File: config.mk
export PLATFORM = sky130hd
export DESIGN_NAME = uart_rx_cmd_receiver
export DESIGN_NICKNAME = d
export VERILOG_FILES = /design/src/rtl/uart_rx_cmd_receiver.sv
export SDC_FILE = /design/constraint.sdc
export NUM_CORES = 1
export LEC_CHECK = 0
export ABC_AREA = 0
export CAP_MARGIN = 20
export CORE_ASPECT_RATIO = 0.5
export CORE_MARGIN = 1.5
export CORE_UTILIZATION = 50
export CTS_CLUSTER_SIZE = 24
export DETAILED_ROUTE_END_ITERATION = 8
export GPL_TIMING_DRIVEN = 0
export PLACE_DENSITY = 0.74
export SYNTH_ARGS = -nofsm -noshare
export SYNTH_HDL_FRONTEND = slang
export SYNTH_SLANG_ARGS = --single-unit
File: constraint.sdc
create_clock -name Clock -period 1.73 [get_ports Clock]
set_input_delay 0.4325 -clock Clock [delete_from_list [all_inputs] [get_ports Clock]]
set_output_delay 0.4325 -clock Clock [all_outputs]
set_load 0.05 [all_outputs]
File: src/rtl/uart_rx_cmd_receiver.sv
// Host RS232 receive path: recovers 8N1 bytes (8E1 when RX_PARITY_EN is defined)
// from SDI and hands them to the command decoder over a valid/ack holding register.
module uart_rx_cmd_receiver #(
    parameter int unsigned CLKS_PER_BIT = 868,
    parameter int unsigned SYNC_STAGES  = 2
) (
    input  logic       Clock,
    input  logic       Reset,
    input  logic       SDI,
    output logic [7:0] DataOut,
    output logic       DataValid,
    input  logic       DataAck,
    output logic       FramingError,
    output logic       OverrunError,
    output logic       ParityError
);

    localparam int unsigned CNT_W = $clog2(CLKS_PER_BIT);
    localparam logic [CNT_W-1:0] HALF_LAST = CNT_W'(CLKS_PER_BIT / 2 - 1);
    localparam logic [CNT_W-1:0] FULL_LAST = CNT_W'(CLKS_PER_BIT - 1);

`ifdef RX_PARITY_EN
    typedef enum logic [2:0] {
        IDLE      = 3'd0,
        START     = 3'd1,
        DATA      = 3'd2,
        STOP      = 3'd3,
        WAIT_IDLE = 3'd4,
        PARITY    = 3'd5
    } rxState_t;
`else
    typedef enum logic [2:0] {
        IDLE      = 3'd0,
        START     = 3'd1,
        DATA      = 3'd2,
        STOP      = 3'd3,
        WAIT_IDLE = 3'd4
    } rxState_t;
`endif

    rxState_t               state;
    logic [SYNC_STAGES-1:0] syncReg;
    logic [CNT_W-1:0]       bitCnt;
    logic [2:0]             dataIdx;
    logic [7:0]             shiftReg;
    logic                   rxdS;

    assign rxdS = syncReg[SYNC_STAGES-1];

`ifdef RX_PARITY_EN
    logic parityBad;
`else
    assign ParityError = 1'b0;
`endif

    always_ff @(posedge Clock) begin
        if (Reset) begin
            // Line may be mid-frame: resume only after it has been seen idle.
            syncReg      <= '1;
            state        <= WAIT_IDLE;
            bitCnt       <= '0;
            dataIdx      <= '0;
            shiftReg     <= '0;
            DataOut      <= '0;
            DataValid    <= 1'b0;
            FramingError <= 1'b0;
            OverrunError <= 1'b0;
`ifdef RX_PARITY_EN
            ParityError  <= 1'b0;
            parityBad    <= 1'b0;
`endif
        end else begin
            syncReg      <= {syncReg[SYNC_STAGES-2:0], SDI};
            FramingError <= 1'b0;
            OverrunError <= 1'b0;
`ifdef RX_PARITY_EN
            ParityError  <= 1'b0;
`endif
            if (DataAck && DataValid) begin
                DataValid <= 1'b0;
            end

            case (state)
                IDLE: begin
                    bitCnt <= '0;
                    if (!rxdS) begin
                        state <= START;
                    end
                end
                START: begin
                    if (bitCnt == HALF_LAST) begin
                        bitCnt  <= '0;
                        dataIdx <= '0;
                        state   <= rxdS ? IDLE : DATA;
                    end else begin
                        bitCnt <= bitCnt + CNT_W'(1);
                    end
                end
                DATA: begin
                    if (bitCnt == FULL_LAST) begin
                        bitCnt   <= '0;
                        shiftReg <= {rxdS, shiftReg[7:1]};
                        if (dataIdx == 3'd7) begin
`ifdef RX_PARITY_EN
                            state <= PARITY;
`else
                            state <= STOP;
`endif
                        end else begin
                            dataIdx <= dataIdx + 3'd1;
                        end
                    end else begin
                        bitCnt <= bitCnt + CNT_W'(1);
                    end
                end
`ifdef RX_PARITY_EN
                PARITY: begin
                    if (bitCnt == FULL_LAST) begin
                        bitCnt    <= '0;
                        parityBad <= (rxdS != (^shiftReg));
                        state     <= STOP;
                    end else begin
                        bitCnt <= bitCnt + CNT_W'(1);
                    end
                end
`endif
                STOP: begin
                    if (bitCnt == FULL_LAST) begin
                        bitCnt <= '0;
                        if (!rxdS) begin
                            FramingError <= 1'b1;
                            state        <= WAIT_IDLE;
`ifdef RX_PARITY_EN
                        end else if (parityBad) begin
                            ParityError <= 1'b1;
                            state       <= IDLE;
`endif
                        end else begin
                            state <= IDLE;
                            // A same-cycle ack frees the holding register for this byte.
                            if (!DataValid || DataAck) begin
                                DataOut   <= shiftReg;
                                DataValid <= 1'b1;
                            end else begin
                                OverrunError <= 1'b1;
                            end
                        end
                    end else begin
                        bitCnt <= bitCnt + CNT_W'(1);
                    end
                end
                WAIT_IDLE: begin
                    bitCnt <= '0;
                    if (rxdS) begin
                        state <= IDLE;
                    end
                end
                default: begin
                    bitCnt <= '0;
                    state  <= WAIT_IDLE;
                end
            endcase
        end
    end

endmodule

==> impl_metrics.yaml, run 1 <==
yosys:
  yosysWarnings: 0
  synth_common_cells: "sky130_fd_sc_hd__dfxtp_1, sky130_fd_sc_hd__nor2_1, sky130_fd_sc_hd__mux2i_1, sky130_fd_sc_hd__a21oi_1, sky130_fd_sc_hd__clkbuf_1"
  synth-seq-area-share_pct: 46.0
  number_of_nets_produced_by_synthesis: 178
  async_set_or_reset_flop_fraction_in_the_synthesized_netlist_pct: 0
  yosys.cell_count.top_type: "sky130_fd_sc_hd__dfxtp_1"
  syn-instance-count: 170
  netlist.top_cell.by_area: "sky130_fd_sc_hd__dfxtp_1"
  synth.lib_cells_used.distinct: 40
  post_synth_main_area_contributors: "sky130_fd_sc_hd__dfxtp_1, sky130_fd_sc_hd__mux2i_1, sky130_fd_sc_hd__nor2_1, sky130_fd_sc_hd__ha_1, sky130_fd_sc_hd__a21oi_1"
  syn_area_um2: 1610
  ys.flop_type: "sky130_fd_sc_hd__dfxtp_1"
  ys_ff_latch: 37
  syn_avg_cell_area_um2: 9.47
  synth-edff-count: 0
  post-synth-top-area-fraction_pct: 46.0
route:
  detail_route.vias_per_cell: 5.37
  drtAntennaViolNets: 0
  drc: 0
  route.final.wire_length_um: 3590
  drt_first_pass_iters: 4
  detail_route.wl_per_cell_um: 14.9
  via_count: 1288
  drtIter0Drc: 60
global_route:
  initial_antenna_violation_count: 0
  grtUsageMet3_pct: 8.37
  grt_met2_usage_pct: 34.1
  grt_first_pass_wirelength_um: 5690
  grt.met1_usage_pct: 24.7
  grtUsageTotal_pct: 21.3
  grt.overflow.total: 0
  vias_in_the_first_global_route: 1180
  maximum_number_of_pins_on_one_net_before_global_route_repair: 13
  grt_busiest_layer: "met2"
layout:
  area.growth.synth_to_final_pct: 33.2
  diodes: 0
  post_route_cells_drive_above_1_share_pct: 27.5
  layout.core_utilization_pct: 70.8
  final_design_area_no_fill_um2: 2140
  layout.nets: 207
sta:
  slew_violations: 0
  period_minus_slack_ns: 1.81
  setup_ws_ns: -0.0790
  timing_hold_violations_final: 0
  setup_viol: 9
  final_critical_path_share_of_the_clock_period_pct: 105
  holdWs_ns: 0.429
  timing.clock.skew_ns: 0.00594
  clock.fmax_ghz: 0.553
  grt_setup_unrepaired: "true"
critical_path:
  arrival_ns: 2.03
  cp_data_required_time_ns: 1.96
  timing.critical_path.max_delay_family: "simple AND/OR/NAND/NOR gates"
  path_cells: "inv_2 -> ha_4 -> nor4bb_4 -> a31o_1 -> o2111ai_2 -> or3_1 -> a21oi_1"
  cp_buf_inv_count: 1
  end_kind: "flip-flop"
  worst-setup-path-type: "flip-flop to flip-flop"
  worst-path-max-fanout: 4
  critPathSlowestCell: "sky130_fd_sc_hd__or3_1"
  cp_slowest_stage_delay_ns: 0.40
  startpoint_type: "flip-flop"
placed_design:
  pre_cts_slack_ns: -0.316
  io_buffers: 13
  gp_routability_congestion: 0.877
  hpwlAfterDp_um: 2030
  instance_area_after_placement_um2: 1800
clock_network:
  clock_tree.root_cell: "sky130_fd_sc_hd__clkbuf_8"
  cts_inserted_buffers: 5
  tritoncts: "built"
  sink_count: 37
  worst_setup_hold_path_clk_slew_ns: 0.08
  clk-insertion-delay-late_ns: 0.30
  htree_num_levels: 2
  cts.path.max_buffers: 2
power_and_ir_drop:
  leakage_nw: 0.872
  post_layout_total_power_mw: 2.07
  power_per_cell_area_nw_per_um2: 964
  peakVddDrop_v: 0.000711
die:
  fp-row-count: 14
  die_width_um: 83.3
  die_height_um: 43.1
  start_util_pct: 53.1
  coreArea_um2: 3030
  fp.dieArea_um2: 3590
  io_pins: 16
hold_path:
  min_path_type: "flip-flop to flip-flop"
status:
  violated_checks: "negative setup slack"
  run_status: "finished, violations left"
job:
  max-cap-violations: 0
==> metrics by stage <==
| stage | TNS (ns) | cells |
|---|---|---|
| 2_1_floorplan | -0.714 | 170 |
| 3_3_place_gp | -5.51 | 223 |
| 3_5_place_dp | -6.14 | 223 |
| 4_1_cts | -0.829 | 236 |
| 5_1_grt | -1.34 | 240 |
| 6_report | -0.443 | 240 |
==> per-layer routing <==
metal	routed length, µm	share of wire (%)
met1	1620	45
met2	1740	49
met3	146	4.1
met4	84	2.3
met5	0	0
==> cells in the final DEF, fill, tap and decap left out, types with 2 or more instances in the layout <==
master / Yosys / final
sky130_fd_sc_hd__nand4_1: 3 / 3
sky130_fd_sc_hd__ha_1: 4 / 2
sky130_fd_sc_hd__or2_2: 2 / 2
sky130_fd_sc_hd__or3b_4: 0 / 2
sky130_fd_sc_hd__clkbuf_8: 0 / 5
sky130_fd_sc_hd__xor2_1: 4 / 4
sky130_fd_sc_hd__nand2_1: 4 / 4
sky130_fd_sc_hd__nor3b_2: 0 / 2
sky130_fd_sc_hd__buf_12: 0 / 2
sky130_fd_sc_hd__clkdlybuf4s50_1: 0 / 2
sky130_fd_sc_hd__nor2_1: 32 / 31
sky130_fd_sc_hd__a21oi_1: 9 / 8
sky130_fd_sc_hd__mux2i_1: 18 / 18
sky130_fd_sc_hd__nand2b_1: 4 / 4
sky130_fd_sc_hd__dfxtp_2: 0 / 4
sky130_fd_sc_hd__clkbuf_1: 6 / 4
sky130_fd_sc_hd__a31o_1: 2 / 2
sky130_fd_sc_hd__or3_1: 3 / 3
sky130_fd_sc_hd__buf_4: 2 / 12
sky130_fd_sc_hd__o21ai_0: 3 / 3
sky130_fd_sc_hd__xnor2_1: 4 / 4
sky130_fd_sc_hd__dfxtp_1: 37 / 27
sky130_fd_sc_hd__ha_4: 0 / 2
sky130_fd_sc_hd__dlygate4sd2_1: 0 / 11
sky130_fd_sc_hd__inv_1: 3 / 2
sky130_fd_sc_hd__nand3_1: 4 / 4
sky130_fd_sc_hd__dfxtp_4: 0 / 6
==> registers in the layout (all words and copies together) (netlist names) <==
register      cells
bitCnt           10
DataOut           8
shiftReg          8
dataIdx           3
state             3
syncReg           2
DataValid         1
FramingError      1
OverrunError      1
==> worst paths after layout <==
path,from,endpoint,slack [ns],cells after the start
setup reg to reg,bitCnt[1]$_SDFF_PP0_,state[0]$_SDFFE_PP0P_,-0.08,7
hold / removal,syncReg[0]$_SDFF_PP1_,syncReg[1]$_SDFF_PP1_,0.43,1
hold reg to reg,syncReg[0]$_SDFF_PP1_,syncReg[1]$_SDFF_PP1_,0.43,1
setup / recovery,bitCnt[1]$_SDFF_PP0_,state[0]$_SDFFE_PP0P_,-0.08,7
==> power by group <==
part	internal [mW]	total, mW	switching, mW
sequential	0.881	0.956	0.0753
combinational	0.175	0.350	0.175
clock	0.433	0.761	0.328
total	1.49	2.07	0.578
==> what timing repair did <==
item | 4_1_cts | 5_1_grt
resized for setup | 30 | 24
setup buffers | 8 | 5
hold endpoints to repair | 0 | 0
hold buffers | 0 | 0
pin swaps | 4 | 11
setup endpoints to repair | 43 | 25
==> layout make-up <==
type,instances,area [µm²]
Buffer,5,30.0
Clock buffer,6,72.6
Clock inverter,2,38.8
Fill cell,243,886
Inverter,3,11.3
Multi-Input combinational cell,121,935
Sequential cell,37,768
Tap cell,40,50.0
Timing Repair Buffer,26,239
==> worst register-to-register path: cells and delay by family (launching register included) <==
| family | cells | cell delay [ns] |
|---|---|---|
| and+or+nand+nor | 2 | 0.63 |
| AOI/OAI and AO/OA | 3 | 0.55 |
| DFF | 1 | 0.37 |
| adders and majority gates | 1 | 0.11 |
| buffers and inverters | 1 | 0.06 |
==> kinds of logic (layout without fill, tap and decap cells) <==
logic type | after synthesis | after routing | share of synthesized area, %
xor+xnor | 8 | 8 | 4.35
compound gates | 21 | 21 | 8.24
buf+inv | 12 | 42 | 3.73
fa+ha+maj | 4 | 4 | 3.11
simple gates | 69 | 69 | 23.2
flops | 37 | 37 | 46.0
mux | 18 | 18 | 11.2
other cells | 1 | 1 | 0.233
Note: power is estimated with default switching activity, not from simulation.
==> run 2, diff against run 1 <==
Settings changed: HOLD_SLACK_MARGIN set to 0.08, TNS_END_PERCENT set to 10.
Clock period 1.73 ns to 1.6 ns, I/O delays scaled along.
==> run 2 against run 1 <==
The run still ends with negative setup slack left. Fmax increased by 0.26%. Highest routed layer unchanged. Count of clock-buffer cells in the layout is 1 lower. Routed wire length down 13%. Sequential share of layout area rose by 1.2 points. Largest cell class unchanged.
==> impl_metrics.yaml, run 2 (same netlist as run 1, synthesis figures left out) <==
clock_network:
  cts.path.max_buffers: 2
  worst_setup_hold_path_clk_slew_ns: 0.08
  cts_hold_buffers: 0
  clock_tree.root_cell: "sky130_fd_sc_hd__clkbuf_8"
  clk-insertion-delay-late_ns: 0.30
  tritoncts: "built"
  cts_inserted_buffers: 5
  htree_num_levels: 2
  sink_count: 37
sta:
  timing_hold_violations_final: 0
  grt_setup_unrepaired: "true"
  period_minus_slack_ns: 1.80
  slew_violations: 0
  timing.clock.skew_ns: 0.00738
  final_critical_path_share_of_the_clock_period_pct: 113
  setup_viol: 26
  clock.fmax_ghz: 0.554
  totalNegativeSetupSlack_ns: -1.97
  setup_ws_ns: -0.204
die:
  fp.dieArea_um2: 3590
  start_util_pct: 53.1
  fp-row-count: 14
  io_pins: 16
  die_width_um: 83.3
  die_height_um: 43.1
  coreArea_um2: 3030
placed_design:
  gp_routability_congestion: 0.905
  io_buffers: 13
  hpwlAfterDp_um: 1940
  pre_cts_slack_ns: -0.513
route:
  drtIter0Drc: 83
  drc: 0
  via_count: 1259
  drt_first_pass_iters: 4
  drtAntennaViolNets: 0
  detail_route.vias_per_cell: 5.33
  route.final.wire_length_um: 3120
  detail_route.wl_per_cell_um: 13.2
critical_path:
  end_kind: "flip-flop"
  rrSetupSlack_ns: -0.20
  cp_data_required_time_ns: 1.77
  worst-path-max-fanout: 8
  arrival_ns: 1.98
  startpoint_type: "flip-flop"
  worst-setup-path-type: "flip-flop to flip-flop"
power_and_ir_drop:
  leakage_nw: 0.810
  power_per_cell_area_nw_per_um2: 1010
  peakVddDrop_v: 0.000562
global_route:
  grtUsageTotal_pct: 18.6
  grt.met1_usage_pct: 25.4
  grt_first_pass_wirelength_um: 5100
  grt_met2_usage_pct: 26.3
  vias_in_the_first_global_route: 1084
  grt_busiest_layer: "met2"
  initial_antenna_violation_count: 0
  grtUsageMet3_pct: 6.61
  maximum_number_of_pins_on_one_net_before_global_route_repair: 14
  grt.overflow.total: 0
layout:
  final_cell_mix: "sky130_fd_sc_hd__nor2_1, sky130_fd_sc_hd__dfxtp_1, sky130_fd_sc_hd__mux2i_1"
  ff_latch_area_um2: 764
  post_route_cells_drive_above_1_share_pct: 26.0
  reg.largest.list: "bitCnt: 10 flops, DataOut: 8 flops, shiftReg: 8 flops"
  fillers: 229
  area.growth.synth_to_final_pct: 28.3
  multi_input_comb_area_um2: 938
  layout.nets: 203
  diodes: 0
  registers.top_by_ff_count: "bitCnt"
  layout.cells.most_common: "sky130_fd_sc_hd__nor2_1"
  largest_register_ff_count: 10
hold_path:
  min_path_type: "flip-flop to flip-flop"
status:
  run_status: "finished, violations left"
  violated_checks: "negative setup slack"
job:
  max-cap-violations: 0
[run 2: cell count changes in the layout (fill, tap and decap cells not counted), moves of 2 or more]
| cell | change |
|---|---|
| sky130_fd_sc_hd__dfxtp_2 | +3 |
| sky130_fd_sc_hd__buf_4 | -4 |
| sky130_fd_sc_hd__dfxtp_4 | -2 |
| sky130_fd_sc_hd__clkdlybuf4s15_1 | +3 |
| sky130_fd_sc_hd__buf_12 | -2 |
| sky130_fd_sc_hd__dlygate4sd2_1 | -3 |
[run 2: layout make-up]
cell class	count	area share, %
repair buffers	20	8.36
clock buffers	5	3.33
clock inverters	3	1.03
multi-input cells	122	45.4
flip-flops and latches	37	37.0
plain buffers	6	1.88
inverters	3	0.545
well taps	40	2.42
[run 2: report_power, final]
group / switching, mW / internal [mW] / leakage (nW) / total [mW]
Clock: 0.363 / 0.309 / 0.0445 / 0.672
Sequential: 0.0520 / 0.951 / 0.306 / 1.00
Combinational: 0.216 / 0.191 / 0.460 / 0.407
[run 2: critical path, stage by stage, from the launching register on]
cell,delay [ns]
sky130_fd_sc_hd__dfxtp_2,0.35
sky130_fd_sc_hd__and4bb_2,0.34
sky130_fd_sc_hd__nand4_4,0.11
sky130_fd_sc_hd__or4b_4,0.64
sky130_fd_sc_hd__mux2i_1,0.19
sky130_fd_sc_hd__nor2_1,0.06
[run 2: final timing paths]
| path | startpoint | endpoint | depth (start not counted) |
|---|---|---|---|
| max | bitCnt[7]$_SDFF_PP0_ | DataOut[6]$_SDFFE_PP0P_ | 5 |
| min | syncReg[0]$_SDFF_PP1_ | syncReg[1]$_SDFF_PP1_ | 1 |
| max reg2reg | bitCnt[7]$_SDFF_PP0_ | DataOut[6]$_SDFFE_PP0P_ | 5 |
| min reg2reg | syncReg[0]$_SDFF_PP1_ | syncReg[1]$_SDFF_PP1_ | 1 |
[run 2: metal layers]
metal,part of all wire [%],wire (µm),up-vias
met5,0,0,-
met4,2.0,61,0
met3,3.8,118,8
met2,43,1340,19
met1,51,1600,591
li1,-,-,641
[run 2: timing repair]
action | 4_1_cts | 5_1_grt
gates resized for setup | 37 | 20
buffers inserted | 4 | 3
setup endpoints to repair | 43 | 37
cloned | 1 | 0
pin swaps | 4 | 7
[run 2: through the flow]
| stage | std cells | total power, mW | cell area [µm²] | utilization, % | hold slack (ns) |
|---|---|---|---|---|---|
| CTS | 234 | 2.06 | 2000 | 66.0 | 0.420 |
| global placement | 223 | 1.31 | 1790 | 59.2 | 0.394 |
| finish | 236 | 2.08 | 2070 | 68.2 | 0.416 |
| global route | 236 | 2.18 | 2070 | 68.2 | 0.428 |
| floorplan | 170 | 1.26 | 1610 | - | 0.389 |
| detailed placement | 223 | 1.31 | 1790 | 59.2 | 0.401 |
==> variant 1, RTL diff (flow settings as in run 1) <==
`CLKS_PER_BIT`: 868 -> 3472.
--- a/src/rtl/uart_rx_cmd_receiver.sv
+++ b/src/rtl/uart_rx_cmd_receiver.sv
@@ -1,7 +1,7 @@
 // Host RS232 receive path: recovers 8N1 bytes (8E1 when RX_PARITY_EN is defined)
 // from SDI and hands them to the command decoder over a valid/ack holding register.
 module uart_rx_cmd_receiver #(
-    parameter int unsigned CLKS_PER_BIT = 868,
+    parameter int unsigned CLKS_PER_BIT = 3472,
     parameter int unsigned SYNC_STAGES  = 2
 ) (
     input  logic       Clock,
Formal check against the unedited RTL: no difference found for any inputs over 10 cycles, from zero or initial values and one cycle with Reset high; that may be too few to reach the edited logic, so the function may still have changed.
==> variant 1 against run 1 <==
The run still ends with negative setup slack left; cell area up 7.9%; count of clock-buffer cells in the layout decreased by 1; sequential cell count increased by 2; synthesized area is 5.9% higher; wire length up 1.8%; worst setup slack got worse by 0.056 ns; largest cell class unchanged.
Power is not compared: it rests on default switching activity, and its combinational part moved more than twofold at a synthesized area within 25%.
==> variant 1: results (changes against run 1) <==
* Status: finished, violations left
* Failing checks: negative setup slack
* Setup Skew at 0.00388 ns (-0.00206 ns)
* Vias in the first global route at 1314 (+11%)
* WL final at 3650 um (+1.8%)
* Multi-input combinational area share at 0.427 (-0.00879)
* Via count at 1390 (+7.9%)
* Complex-gate fraction of the synthesized area at 0.0587 (-0.0237)
* Routability cong. at 0.790 (-9.9%)
* First-pass GRT wire length at 5910 um (+3.8%)
* IO buf count at 14 (+1)
* Setup WS post-layout at -0.135 ns (-0.0557 ns)
* Top flop regs: bitCnt x12, DataOut x8, shiftReg x8
* # setup viols final at 25 (+16)
* FF-to-FF path depth at 6 (-1)
* Non-clock inverters at 5 (+2)
* Crit path from: dataIdx[0]
* CP max FO at 3 (-1)
* Share of cells above drive strength 1 at 0.318 (+0.0425)
* FILL cells at 213 (-12%)
* ClkCell Share at 0.0589 (+0.00699)
* Sequential share of the synthesized area at 0.458 (-0.00217)
* Flip-flop and latch count at 39 (+5.4%)
* Area after DPL at 1920 sq um (+6.4%)
* Syn_nets at 185 (+3.9%)
* Synth top area cells: dfxtp_1, mux2i_1, nor2_1, xor2_1, nand3_1
* NonClk Buf Share at 0.141 (+0.0156)
* Commonest cells in the netlist: dfxtp_1, nor2_1, mux2i_1, nand3_1, xor2_1
* Post-synth cell types at 41 (+2.5%)
* Largest net degree at the start of global routing at 14 (+1)
* Comb_multi_in at 125 (+3.3%)
* Sequential portion of the cell area at 0.343 (-0.0150)
* XOR/XNOR share of the synthesized area at 0.0514 (+0.00785)
* Non-clock buffer count at 34 (+9.7%)
* Number of clock buffers in the layout at 5 (-1)
==> variant 1: layer usage <==
metal  track usage  vias to the layer above  share of wire
met3        0.0634                        9          0.058
li1              -                      672              -
met5             0                        -              0
met1         0.251                      669           0.45
met4        0.0774                        0          0.016
met2         0.346                       40           0.48
==> variant 1: worst max-delay path: stages, from the launching register on <==
cell and delay [ns]:
dfxtp_1 0.33, ha_1 0.20, ha_1 0.21, a211o_2 0.34, a21oi_1 0.13, a311o_2 0.18
mux2_2 0.36
==> variant 1: metrics by stage <==
stage	hold slack [ns]	worst slack [ns]	TNS, ns	instances	util
final	0.430	-0.135	-2.21	251	0.742
after global routing	0.441	-0.187	-3.66	251	0.742
after CTS	0.427	-0.146	-1.77	250	0.711
after detailed placement	0.414	-0.323	-6.50	232	0.614
after global placement	0.394	-0.303	-6.30	232	0.614
after floorplan	0.389	-0.0821	-0.731	178	-
==> variant 1: logic make-up after synthesis <==
| logic type | count (synthesis) |
|---|---|
| AO/OA/AOI/OAI | 13 |
| AND/OR/NAND/NOR | 79 |
| buffers and inverters | 14 |
| XOR/XNOR | 10 |
| adder cells (fa/ha/maj) | 3 |
| other | 1 |
| flip-flops | 39 |
| multiplexers | 19 |
==> variant 1: worst min-delay path by stage <==
stage	startpoint	end	slack, ns	cells past startpoint
3_5_place_dp	syncReg[0]	syncReg[1]	0.41	1
5_1_grt	syncReg[0]	syncReg[1]	0.44	1
6_report	syncReg[0]	syncReg[1]	0.43	1
2_1_floorplan	syncReg[0]	syncReg[1]	0.39	1
3_3_place_gp	syncReg[0]	syncReg[1]	0.39	1
4_1_cts	syncReg[0]	syncReg[1]	0.43	1
==> variant 1: repair_timing <==
action | CTS | global route
pin swaps | 10 | 3
resized for setup | 31 | 28
cloned | 1 | 0
buffers inserted | 10 | 2
setup endpoints to repair | 47 | 36
==> variant 2, RTL diff (config.mk and constraints of run 1) <==
Without the edit above. The 5 states of `rxState_t` get a one-hot encoding in 5 bits.
--- a/src/rtl/uart_rx_cmd_receiver.sv
+++ b/src/rtl/uart_rx_cmd_receiver.sv
@@ -29,12 +29,12 @@
         PARITY    = 3'd5
     } rxState_t;
 `else
-    typedef enum logic [2:0] {
-        IDLE      = 3'd0,
-        START     = 3'd1,
-        DATA      = 3'd2,
-        STOP      = 3'd3,
-        WAIT_IDLE = 3'd4
+    typedef enum logic [4:0] {
+        IDLE      = 5'b00001,
+        START     = 5'b00010,
+        DATA      = 5'b00100,
+        STOP      = 5'b01000,
+        WAIT_IDLE = 5'b10000
     } rxState_t;
 `endif
 
Check against the original RTL: no difference found for any inputs over 10 cycles, from zero or initial values and one cycle with Reset high; not proved beyond that.
==> variant 2 against run 1 <==
The run still ends with negative setup slack left; first-iteration DRC count is 32% higher; sequential cell count is 2 higher; wire length is 11% higher; cell area is 7.2% higher; maximum frequency is 12% lower; worst setup slack worse by 0.24 ns; synthesized area is 8.9% higher; critical path depth is 1 lower; clock power is 3.2% lower; count of clock-buffer cells in the layout stayed put; die area is 8.4% higher; sequential share of layout area is 1.1 points lower; total power is 4.4% lower; largest cell class unchanged.
==> variant 2: results (changes against run 1) <==
* Syn_nets at 203 (+14%)
* Core Region at 3170 sq um (+4.6%)
* Share of cells above drive strength 1 at 0.254 (-0.0206)
* # setup viols final at 34 (+25)
* Failing checks: negative setup slack
* First-pass GRT wire length at 6210 um (+9.1%)
* Vias in the first global route at 1369 (+16%)
* Clock sink count at 39 (+5.4%)
* Commonest cells in the netlist: dfxtp_1, nor2_1, mux2i_1
* Sequential portion of the cell area at 0.347 (-0.0111)
* Comb_multi_in at 140 (+16%)
* GRT Overall Usage at 0.212 (-0.00132)
* Post-synth cell types at 41 (+2.5%)
* Non-clock buffer count at 36 (+16%)
* Largest net degree at the start of global routing at 15 (+2)
* Mux contribution to synthesized area at 0.0914 (-0.0205)
* FILL cells at 232 (-4.5%)
* Synth Area in Adders at 0.0286 (-0.00253)
* Initial DRC Count at 79 (+32%)
* Setup WS post-layout at -0.322 ns (-0.243 ns)
* NonClk Buf Share at 0.128 (+0.00296)
* Final-stage net count at 235 (+14%)
* DR pass1 iterations at 6 (+2)
* Drt via density at 5.40 (+0.59%)
* Multi-input combinational area share at 0.442 (+0.00651)
* Status: finished, violations left
* Non-clock inverters at 5 (+2)
* Drt wl/cell at 14.4 um (-3.7%)
* XOR/XNOR share of the synthesized area at 0.0450 (+0.00146)
* Crit-path slowest cell: or4_1
* Max incr delay on CP at 0.43 ns (+0.03 ns)
* Area after DPL at 1970 sq um (+9.2%)
==> variant 2: changes by cell type in the layout (fill, tap and decap cells not counted), sizes merged, moves of 3 or more <==
| cell | delta |
|---|---|
| a21oi | -4 |
| and3 | +5 |
| buf | +3 |
| inv | +3 |
| nand2 | +3 |
| nand3 | +5 |
| nor3 | +4 |
| o21ai | +5 |
| xnor2 | +3 |
==> variant 2: repair_timing <==
item	in CTS	in global routing
gates resized for setup	29	21
buffers inserted	10	8
pin swaps	9	9
setup endpoints to repair	45	36
==> variant 2: metal layers <==
layer  track usage  wire, um  part of all wire  vias up
li1              -         -                 -      741
met1         0.271      1860              0.47      706
met4        0.0935        85             0.021        0
met5             0         0                 0        -
met2         0.339      1860              0.47       31
met3        0.0658       170             0.043       12
==> variant 2: metrics by stage <==
step	setup TNS (ns)	utilization	cells	hold slack (ns)
6_report	-6.05	0.725	276	0.412
5_1_grt	-8.70	0.725	276	0.424
4_1_cts	-6.47	0.697	271	0.414
3_5_place_dp	-13.76	0.620	256	0.395
3_3_place_gp	-12.92	0.620	256	0.391
2_1_floorplan	-5.88	-	195	0.389
==> variant 2: report_power, final <==
| group | internal (mW) | total, mW | switching [mW] | leakage (nW) |
|---|---|---|---|---|
| Clock | 0.377 | 0.737 | 0.360 | 0.0530 |
| Combinational | 0.122 | 0.263 | 0.141 | 0.552 |
| Sequential | 0.920 | 0.977 | 0.0567 | 0.319 |
| Total | 1.42 | 1.98 | 0.558 | 0.923 |
==> variant 2: worst paths after layout <==
check / to / slack (ns) / cells after the start
setup / recovery: dataIdx[0] / -0.32 / 6
hold / removal: syncReg[1] / 0.41 / 1
setup reg to reg: dataIdx[0] / -0.32 / 6
hold reg to reg: syncReg[1] / 0.41 / 1
